**src/rtl/counter_ctrl_pkg.sv**
```systemverilog
// counter_ctrl_pkg: state encodings and widths shared by the run controller and scanner
package counter_ctrl_pkg;
  localparam logic [1:0] ST_IDLE  = 2'b00;
  localparam logic [1:0] ST_RUN   = 2'b01;
  localparam logic [1:0] ST_PAUSE = 2'b10;
  localparam int DIGIT_W = 3;
  localparam int DATA_W  = 4;
endpackage

```
**src/rtl/digit_scan.sv**
```systemverilog
// digit_scan: free-running multiplexer driving one seven-segment decoder across all digits
module digit_scan
  import counter_ctrl_pkg::*;
#(
  parameter int NUM_DIGITS = 4,
  parameter int SCAN_DIV   = 250
) (
  input  logic                          clk_i,
  input  logic                          rst_ni,
  input  logic [DIGIT_W*NUM_DIGITS-1:0] cnt_i,
  output logic [NUM_DIGITS-1:0]         sel_o,
  output logic [DATA_W-1:0]             data_o
);
  localparam int SW = SCAN_DIV > 1 ? $clog2(SCAN_DIV) : 1;
  localparam int IW = $clog2(NUM_DIGITS);
  logic [SW-1:0] sc_q, sc_d;
  logic [IW-1:0] idx_q, idx_d;
  logic          adv;
  always_comb begin
    adv   = sc_q == SW'(SCAN_DIV - 1);
    sc_d  = adv ? '0 : sc_q + 1'b1;
    idx_d = !adv ? idx_q : idx_q == IW'(NUM_DIGITS - 1) ? '0 : idx_q + 1'b1;
  end
  always_ff @(posedge clk_i or negedge rst_ni)
    if (!rst_ni) begin
      sc_q  <= '0;
      idx_q <= '0;
    end else begin
      sc_q  <= sc_d;
      idx_q <= idx_d;
    end
  assign sel_o  = ~(NUM_DIGITS'(1) << idx_q);
  assign data_o = {1'b0, cnt_i[DIGIT_W*idx_q +: DIGIT_W]};
endmodule

```
**src/rtl/counter_run_ctrl.sv**
```systemverilog
// counter_run_ctrl: run/pause/step FSM, prescaler and octal ripple counter with display scan
module counter_run_ctrl
  import counter_ctrl_pkg::*;
#(
  parameter int NUM_DIGITS = 4,
  parameter int TICK_DIV   = 1000,
  parameter int SCAN_DIV   = 250
) (
  input  logic                          CLK,
  input  logic                          rst_n,
  input  logic                          iStart,
  input  logic                          iPause,
  input  logic                          iClear,
  input  logic                          iStep,
  output logic [1:0]                    oState,
  output logic [DIGIT_W*NUM_DIGITS-1:0] oCount,
  output logic                          oWrap,
  output logic [NUM_DIGITS-1:0]         oDigitSel,
  output logic [DATA_W-1:0]             oDigitData
);
  localparam int PW = $clog2(TICK_DIV);
  localparam int CW = DIGIT_W * NUM_DIGITS;
  logic [1:0]    state_q, state_d;
  logic [PW-1:0] pre_q, pre_d;
  logic [CW-1:0] cnt_q, cnt_d;
  logic          wrap_q, wrap_d;
  logic          idle, run, tick, inc;
  // Binary +1 on the packed octal digits is the same as the per-digit ripple carry.
  always_comb begin
    idle    = state_q == ST_IDLE;
    run     = state_q == ST_RUN;
    tick    = run && pre_q == PW'(TICK_DIV - 1);
    inc     = !iClear && (run ? !iPause && tick : idle ? !iStart && iStep : !iPause && !iStart && iStep);
    state_d = iClear ? ST_IDLE : run ? (iPause ? ST_PAUSE : ST_RUN) : (iStart && (idle || !iPause)) ? ST_RUN : state_q;
    pre_d   = (iClear || idle) ? '0 : !run || iPause ? pre_q : tick ? '0 : pre_q + 1'b1;
    cnt_d   = iClear ? '0 : inc ? cnt_q + CW'(1) : cnt_q;
    wrap_d  = inc && &cnt_q;
  end
  always_ff @(posedge CLK or negedge rst_n)
    if (!rst_n) begin
      state_q <= ST_IDLE;
      pre_q   <= '0;
      cnt_q   <= '0;
      wrap_q  <= 1'b0;
    end else begin
      state_q <= state_d;
      pre_q   <= pre_d;
      cnt_q   <= cnt_d;
      wrap_q  <= wrap_d;
    end
  assign oState = state_q;
  assign oCount = cnt_q;
  assign oWrap  = wrap_q;
  digit_scan #(.NUM_DIGITS(NUM_DIGITS), .SCAN_DIV(SCAN_DIV)) u_scan (
    .clk_i  (CLK),
    .rst_ni (rst_n),
    .cnt_i  (cnt_q),
    .sel_o  (oDigitSel),
    .data_o (oDigitData)
  );
endmodule

```
**config.mk**
```make
export PLATFORM = sky130hd
export DESIGN_NAME = counter_run_ctrl
export DESIGN_NICKNAME = d
export VERILOG_FILES = /design/src/rtl/counter_ctrl_pkg.sv /design/src/rtl/digit_scan.sv /design/src/rtl/counter_run_ctrl.sv
export SDC_FILE = /design/constraint.sdc
export NUM_CORES = 1
export LEC_CHECK = 0
export CAP_MARGIN = 5
export CORE_MARGIN = 4
export CORE_UTILIZATION = 36
export CTS_BUF_LIST = sky130_fd_sc_hd__clkbuf_4
export CTS_CLUSTER_DIAMETER = 80
export DETAILED_ROUTE_END_ITERATION = 8
export HOLD_SLACK_MARGIN = 0.15
export PLACE_DENSITY = 0.54
export SYNTH_ARGS = -nofsm -noshare
export SYNTH_HDL_FRONTEND = slang
export SYNTH_SLANG_ARGS = --single-unit
```
**constraint.sdc**
```tcl
create_clock -name CLK -period 2.4 [get_ports CLK]
set_input_delay 0.6 -clock CLK [delete_from_list [all_inputs] [get_ports CLK]]
set_output_delay 0.6 -clock CLK [all_outputs]
set_load 0.02 [all_outputs]
```
Word level (Yosys, flattened, before mapping). Index checks and enable logic that the tools add are counted.

Add/sub/neg operators: 4. Multiply operators: 1. Eq/ne operators: 5. Shift operators: 2. Multiplexer cells: 13. Bitwise gates (word level): 1. Reduce and logical (&&, ||, !) cells: 19.

Operators with widths (number): two-way mux 10 bit (3); two-way mux 12 bit (2); adder 12 x 1 -> 12 bit, second input constant (1); AND reduction 12 bit (1); variable part select 12 x 5 -> 3 bit (1); adder 10 x 1 -> 10 bit, second input constant (1); equality test 10 bit, second input constant (1); two-way mux 2 bit (5); adder 8 x 1 -> 8 bit, second input constant (1); equality test 8 bit, second input constant (1); logical AND 1 bit (8); two-way mux 8 bit (1); zero test 1 bit (4); multiplier 2 x 2 -> 4 bit, first input constant (1); inverter 4 bit (1); left shift 1 x 2 -> 4 bit, first input constant (1); logical OR 1 bit (3); nonzero test 3 bit (1); adder 2 x 1 -> 2 bit, second input constant (1); equality test 2 x 1 -> 1 bit, second input constant (1); equality test 2 bit, second input constant (1); zero test 2 bit (1); two-way mux 1 bit (2); inequality test 2 bit, second input constant (1); nonzero test 2 bit (1).

Flip-flop bits (word level): 35. Input bits: 6. Output and inout port bits: 23.

Logic depth before layout (Yosys ltp). Gate-level depths: netlist of run 1.

Depth after elaboration: 8. Gate-level depth with buffers: 7. Mapped depth without buffers: 6.

By module. A second synthesis of run 1 with hierarchy kept.

Cell total of the unflattened synthesis: 213. Area, all modules: 2085.8 um^2.

Modules (own cells, without submodules): counter_run_ctrl (instances 1, cells an instance 152, area each 1427.6 um^2, sequential area each 625.6 um^2); digit_scan (instances 1, cells an instance 61, area each 658.1 um^2, sequential area each 250.2 um^2).

Least setup slack after synthesis of run 1. No wires, ideal clock.

Path kind: input to register. From: input iPause. To: register cnt_q[10] (netlist: oCount[10]). Library setup time: 0.132 ns. Arrival: 2.128 ns. Slack: 0.141 ns. Cell stages on the path: 7. Buffers on the path: 2. Cells stage by stage: buf_6 > nand4bb_1 > or4_1 > buf_6 > a2111oi_2 > xnor2_1 > nor2_1.

Word-level cells in the longest chain between the ends: 7.

Ends and longest elaborated chain: start: declaration (RTL line counter_run_ctrl.sv:12) `input logic iPause,`; zero test 1 bit (*) (RTL line counter_run_ctrl.sv:33) `inc = !iClear && (run ? !iPause && tick : idle ? !iStart && iStep : !iPause && !iStart && iStep);`; logical AND 1 bit (2 in a row) (RTL line counter_run_ctrl.sv:33); two-way mux 1 bit (RTL line counter_run_ctrl.sv:33); two-way mux 1 bit (*) (RTL line counter_run_ctrl.sv:33); logical AND 1 bit (*) (RTL line counter_run_ctrl.sv:33); nonzero test 2 bit (no line) (*); end signal: assignment (RTL line counter_run_ctrl.sv:48) `cnt_q <= cnt_d;`; end: declaration (RTL line counter_run_ctrl.sv:25) `logic [CW-1:0] cnt_q, cnt_d;`.

Every way passes the cells marked *; elsewhere a longest branch is shown, timed or not. A chain may end at the register's enable or synchronous reset.

Worst setup path after layout of run 1.
From: input iPause. To: register wrap_q (netlist: oWrap).

Word-level cells in the longest chain between the ends: 7.

Ends and longest elaborated chain: zero test 1 bit (*) (RTL line counter_run_ctrl.sv:33); logical AND 1 bit (2 in a row) (RTL line counter_run_ctrl.sv:33); two-way mux 1 bit (RTL line counter_run_ctrl.sv:33); two-way mux 1 bit (*) (RTL line counter_run_ctrl.sv:33); logical AND 1 bit (*) (RTL line counter_run_ctrl.sv:33); logical AND 1 bit (*) (RTL line counter_run_ctrl.sv:37) `wrap_d = inc && &cnt_q;`; net wrap_d (RTL line counter_run_ctrl.sv:26) `logic wrap_q, wrap_d;`; end signal: assignment (RTL line counter_run_ctrl.sv:49) `wrap_q <= wrap_d;`; end: declaration (RTL line counter_run_ctrl.sv:26).

The timed path passes the listed nets; every way through them passes the cells marked *.

==> metrics.txt, run 1 <==
# TYPE chip_impl_metric gauge
chip_impl_info{name="status",value="finished clean"} 1
chip_impl_info{name="timing.rr.start",value="pre_q[0]"} 1
chip_impl_metric{name="first_pass_grt_wire_length",unit="microns"} 7645
chip_impl_metric{name="critPathMaxFanout",unit=""} 9
chip_impl_metric{name="gr-total-overflow",unit=""} 0
chip_impl_metric{name="ff2ff_setup_slack",unit="ns"} 0.25
chip_impl_metric{name="ys_seq_elements",unit=""} 35
chip_impl_metric{name="worst-r2r-cell-count",unit=""} 5
chip_impl_metric{name="core",unit="sq um"} 5238
chip_impl_metric{name="numPlacedInstances",unit=""} 310
chip_impl_metric{name="share_seq_of_total_power",unit=""} 0.540
chip_impl_info{name="clockRootBuffer",value="sky130_fd_sc_hd__clkbuf_4"} 1
chip_impl_metric{name="drc",unit=""} 0
chip_impl_metric{name="number_of_maximum_capacitance_constraint_violations",unit=""} 0
chip_impl_metric{name="critical-path-max-stage-delay",unit="ns"} 0.55
chip_impl_info{name="timing.critical_path.from_type",value="input pin"} 1
chip_impl_metric{name="cp_data_required_time",unit="ns"} 2.59
chip_impl_metric{name="totalNegativeSetupSlack",unit="ns"} 0
chip_impl_metric{name="p_clk_frac",unit=""} 0.376
chip_impl_metric{name="tritoncts.num_buffers",unit=""} 5
chip_impl_info{name="crit_path_end_kind",value="flip-flop"} 1
chip_impl_metric{name="synth.yosys.warnings",unit=""} 0
chip_impl_metric{name="worst_clock_skew",unit="ns"} 0.01306
chip_impl_metric{name="synthesis.area_per_instance",unit="sq um"} 9.641
chip_impl_info{name="synth-main-ff-cell",value="sky130_fd_sc_hd__dfrtp_1"} 1
chip_impl_metric{name="ctsHtreeMaxLevel",unit=""} 2
chip_impl_info{name="r2r_end",value="oWrap"} 1
chip_impl_metric{name="via_count_normalized_by_instance_count",unit=""} 5.041
chip_impl_metric{name="post-synth-top-area-fraction",unit=""} 0.4389
chip_impl_metric{name="netlist_area",unit="sq um"} 1996
chip_impl_metric{name="synth_cells",unit=""} 207
chip_impl_metric{name="grt_start_max_net_pins",unit=""} 36
chip_impl_metric{name="drt_pre_antenna_iters",unit=""} 4
chip_impl_info{name="dominant_cell_type_by_area_after_synthesis",value="sky130_fd_sc_hd__dfrtp_1"} 1
chip_impl_metric{name="number_of_nets_still_failing_antenna_checks_after_routing",unit=""} 0
chip_impl_info{name="grt_setup_unrepaired",value="no"} 1
chip_impl_metric{name="power_switching_share",unit=""} 0.2384
chip_impl_metric{name="switchingPower",unit="uW"} 264.8
chip_impl_info{name="tritoncts",value="done"} 1
chip_impl_metric{name="fill_cell_total_of_the_finished_layout",unit=""} 493
chip_impl_metric{name="wl_met1",unit="microns"} 2185
chip_impl_metric{name="routabilityCongestion",unit=""} 0.7641
chip_impl_metric{name="final_net_count",unit=""} 263
chip_impl_metric{name="via_count_of_the_first_global_routing_pass",unit=""} 1572
chip_impl_metric{name="clock_latency",unit="ns"} 0.34
chip_impl_metric{name="clock_slew_at_reported_path_ffs",unit="ns"} 0.11
chip_impl_info{name="critical_path.cell_chain",value="clkdlybuf4s50_1, nand4bb_1, or4_1, buf_4, a2111oi_0"} 1
chip_impl_metric{name="detail_route.iter0.violations",unit=""} 48
chip_impl_metric{name="chipWidth",unit="microns"} 82.46
chip_impl_metric{name="route.met2.wl",unit="microns"} 2103
chip_impl_metric{name="postSynthNetCount",unit=""} 221
chip_impl_metric{name="hold_viol_final",unit=""} 0
chip_impl_metric{name="design.die.area",unit="sq um"} 6799
chip_impl_metric{name="routedWlPerCell",unit="microns"} 14.08
chip_impl_metric{name="post-layout-total-power",unit="uW"} 1111
chip_impl_metric{name="power_density",unit="nW/um^2"} 441.6
chip_impl_metric{name="final_min_period_over_clock_period",unit=""} 0.9694
chip_impl_metric{name="distinct_cells_synth",unit=""} 44
chip_impl_metric{name="initial_core_util",unit=""} 0.3810
chip_impl_info{name="top_layer",value="met4"} 1
chip_impl_metric{name="pin_count",unit=""} 29
chip_impl_metric{name="slew_headroom",unit=""} 0.4552
chip_impl_metric{name="slew_viol_final",unit=""} 0
chip_impl_metric{name="diodes",unit=""} 0
chip_impl_metric{name="hpwlAfterDp",unit="microns"} 3275
chip_impl_metric{name="setup_violations",unit=""} 0
chip_impl_metric{name="num_vias",unit=""} 1613
chip_impl_metric{name="share_of_the_yosys_chip_area_belonging_to_registers",unit=""} 0.4389
chip_impl_metric{name="area.growth.synth_to_final",unit="%"} 26.02
chip_impl_metric{name="number_of_enable_type_register_cells_in_the_synthesized_netlist",unit=""} 0
chip_impl_metric{name="final_layout_size_suffix_gt1_frac",unit=""} 0.1360
chip_impl_metric{name="cts.sink_count",unit=""} 35
chip_impl_metric{name="chipHeight",unit="microns"} 82.46
chip_impl_metric{name="internal_power",unit="uW"} 845.8
chip_impl_metric{name="arrival",unit="ns"} 2.51
chip_impl_metric{name="fin_cells",unit=""} 320
chip_impl_metric{name="final.min_clock_period",unit="ns"} 2.327
chip_impl_metric{name="grt_util_all_layers",unit=""} 0.1495
chip_impl_metric{name="leakage",unit="uW"} 0.001009
chip_impl_metric{name="io_buffers",unit=""} 27
chip_impl_metric{name="postSynth.asyncResetShare",unit=""} 1.000
chip_impl_metric{name="totalWireLength",unit="microns"} 4506
chip_impl_metric{name="tightest_slew",unit="ns"} 0.8172
chip_impl_metric{name="wire_length_on_met3",unit="microns"} 152
chip_impl_info{name="synth.area.top_cells",value="sky130_fd_sc_hd__dfrtp_1 (44%), sky130_fd_sc_hd__nor2_1 (5.8%), sky130_fd_sc_hd__ha_1 (5.0%)"} 1
chip_impl_metric{name="comb_power_share",unit=""} 0.084
chip_impl_metric{name="number_of_antenna_violations_at_the_first_check_in_global_routing",unit=""} 0
chip_impl_metric{name="max-vdd-ir-drop",unit="uV"} 251.1
chip_impl_info{name="hold_path.class",value="input pin to async pin"} 1
chip_impl_metric{name="achievable-frequency",unit="GHz"} 0.4298
chip_impl_metric{name="max-clock-path-buffers",unit=""} 2
chip_impl_info{name="criticalPathCategory",value="input pin to flip-flop"} 1
chip_impl_info{name="critPathSlowestCell",value="sky130_fd_sc_hd__a2111oi_0"} 1
chip_impl_metric{name="core.rowCount",unit=""} 26
## power by group through the flow
stage	registers (uW)	clock network [uW]	logic [uW]
after floorplan	618	0	40.6
after global placement	612	0	96.7
after detailed placement	611	0	96.4
after CTS	600	439	95.3
after global routing	601	464	105
final	600	418	92.9
## metrics by stage
stage	hold slack, ns	util	cell area [sq um]	worst slack [ns]
final	0.3383	0.4802	2515	0.07348
after global routing	0.3679	0.4802	2515	0.03083
after CTS	0.3519	0.4735	2480	0.01947
after detailed placement	0.4731	0.4582	2400	-0.2981
after global placement	0.4727	0.4582	2400	-0.2373
after floorplan	0.3044	-	1996	0.1405
## synth_stat cells, types with 2 or more instances
master	count
sky130_fd_sc_hd__or3_1	2
sky130_fd_sc_hd__clkbuf_1	3
sky130_fd_sc_hd__buf_6	2
sky130_fd_sc_hd__a211oi_1	3
sky130_fd_sc_hd__o21ai_1	3
sky130_fd_sc_hd__a21oi_1	5
sky130_fd_sc_hd__o2111ai_1	2
sky130_fd_sc_hd__nand2_1	18
sky130_fd_sc_hd__nand4_1	4
sky130_fd_sc_hd__nand3_1	11
sky130_fd_sc_hd__nor3_1	2
sky130_fd_sc_hd__o21ai_0	7
sky130_fd_sc_hd__dfrtp_1	35
sky130_fd_sc_hd__mux4_2	3
sky130_fd_sc_hd__nor4_1	2
sky130_fd_sc_hd__or2_2	2
sky130_fd_sc_hd__xor2_1	10
sky130_fd_sc_hd__nand3b_1	2
sky130_fd_sc_hd__a2111oi_2	2
sky130_fd_sc_hd__xnor2_1	11
sky130_fd_sc_hd__o21a_1	2
sky130_fd_sc_hd__or3b_1	2
sky130_fd_sc_hd__nor2b_1	2
sky130_fd_sc_hd__nor2_1	31
sky130_fd_sc_hd__inv_1	15
sky130_fd_sc_hd__ha_1	8
## critical path, delay by kind of cell
family / cells / cell delay, ns
AND/OR/NAND/NOR: 2 / 0.73
AO/OA/AOI/OAI: 1 / 0.55
buffers and inverters: 2 / 0.62
## what timing repair did
item | CTS | global route
hold buffers | 0 | 0
buffers inserted | 1 | 1
gates resized for setup | 7 | 3
setup endpoints to repair | 6 | 4
## sequential cells by signal, summed over array words and instances (netlist names)
register and count:
oCount 12, oState 2, oWrap 1, pre_q 10, u_scan.idx_q 2, u_scan.sc_q 8
## worst max-delay path by stage
stage | cells after the start | to | slack [ns] | start
after floorplan | 7 | oCount[10] | 0.14 | iPause
after global placement | 7 | oCount[11] | -0.24 | iPause
after detailed placement | 7 | oCount[10] | -0.30 | iPause
after CTS | 3 | oDigitData[1] | 0.02 | u_scan.idx_q[0]
after global routing | 7 | oCount[10] | 0.03 | iPause
final | 5 | oWrap | 0.07 | iPause
## cell families (layout without fill, tap and decap cells)
kind of cell,count (synthesis),after routing,synth area share
other,1,1,0.001879
AOI/OAI and AO/OA,32,32,0.1216
adders and majority gates,8,8,0.05016
xor gates and xnor gates,21,21,0.09216
DFF,35,35,0.4389
buffers and inverters,22,65,0.05141
and+or+nand+nor,84,84,0.2050
muxes,4,4,0.03887
## layout make-up
cell class | count | area [sq um] | share of cell area
well taps | 70 | 87.58 | 0.03483
inverters | 15 | 56.30 | 0.02239
flip-flops and latches | 35 | 878.3 | 0.3493
repair buffers | 42 | 374.1 | 0.1488
multi-input cells | 150 | 1042 | 0.4144
clock buffers | 5 | 37.54 | 0.01493
clock inverters | 3 | 38.79 | 0.01542
## metal layers
layer  track usage  vias up
li1              -      803
met1        0.2044      778
met2        0.2324       25
met3       0.03471        7
met4       0.04983        0
met5             0        -
## cells in the final DEF (no fill, tap or decap), types with 3 or more instances in the layout
master and count:
sky130_fd_sc_hd__dfrtp_1 33, sky130_fd_sc_hd__nor2_1 31, sky130_fd_sc_hd__clkdlybuf4s50_1 20, sky130_fd_sc_hd__nand2_1 18, sky130_fd_sc_hd__inv_1 15, sky130_fd_sc_hd__buf_4 15
sky130_fd_sc_hd__nand3_1 11, sky130_fd_sc_hd__xnor2_1 11, sky130_fd_sc_hd__xor2_1 10, sky130_fd_sc_hd__ha_1 8, sky130_fd_sc_hd__o21ai_0 7, sky130_fd_sc_hd__a21oi_1 5
sky130_fd_sc_hd__clkbuf_4 5, sky130_fd_sc_hd__dlygate4sd2_1 5, sky130_fd_sc_hd__nand4_1 4, sky130_fd_sc_hd__mux4_2 3, sky130_fd_sc_hd__o21ai_1 3, sky130_fd_sc_hd__a2111oi_4 3
sky130_fd_sc_hd__a211oi_1 3
No activity file was read; power rests on OpenSTA's default activity.
==> run 2, diff against run 1 <==
--- a/config.mk
+++ b/config.mk
@@ -5,7 +5,7 @@
 export SDC_FILE = /design/constraint.sdc
 export NUM_CORES = 1
 export LEC_CHECK = 0
-export CAP_MARGIN = 5
+export CAP_MARGIN = 20
 export CORE_MARGIN = 4
 export CORE_UTILIZATION = 36
 export CTS_BUF_LIST = sky130_fd_sc_hd__clkbuf_4
==> results of run 2 <==
The final DEF is identical to that of run 1; final timing and power are the same.
==> run 3, diff against run 2 <==
--- a/config.mk
+++ b/config.mk
@@ -5,7 +5,6 @@
 export SDC_FILE = /design/constraint.sdc
 export NUM_CORES = 1
 export LEC_CHECK = 0
-export CAP_MARGIN = 20
 export CORE_MARGIN = 4
 export CORE_UTILIZATION = 36
 export CTS_BUF_LIST = sky130_fd_sc_hd__clkbuf_4
==> results of run 3 <==
The final DEF is identical to that of run 1; final timing and power are the same.
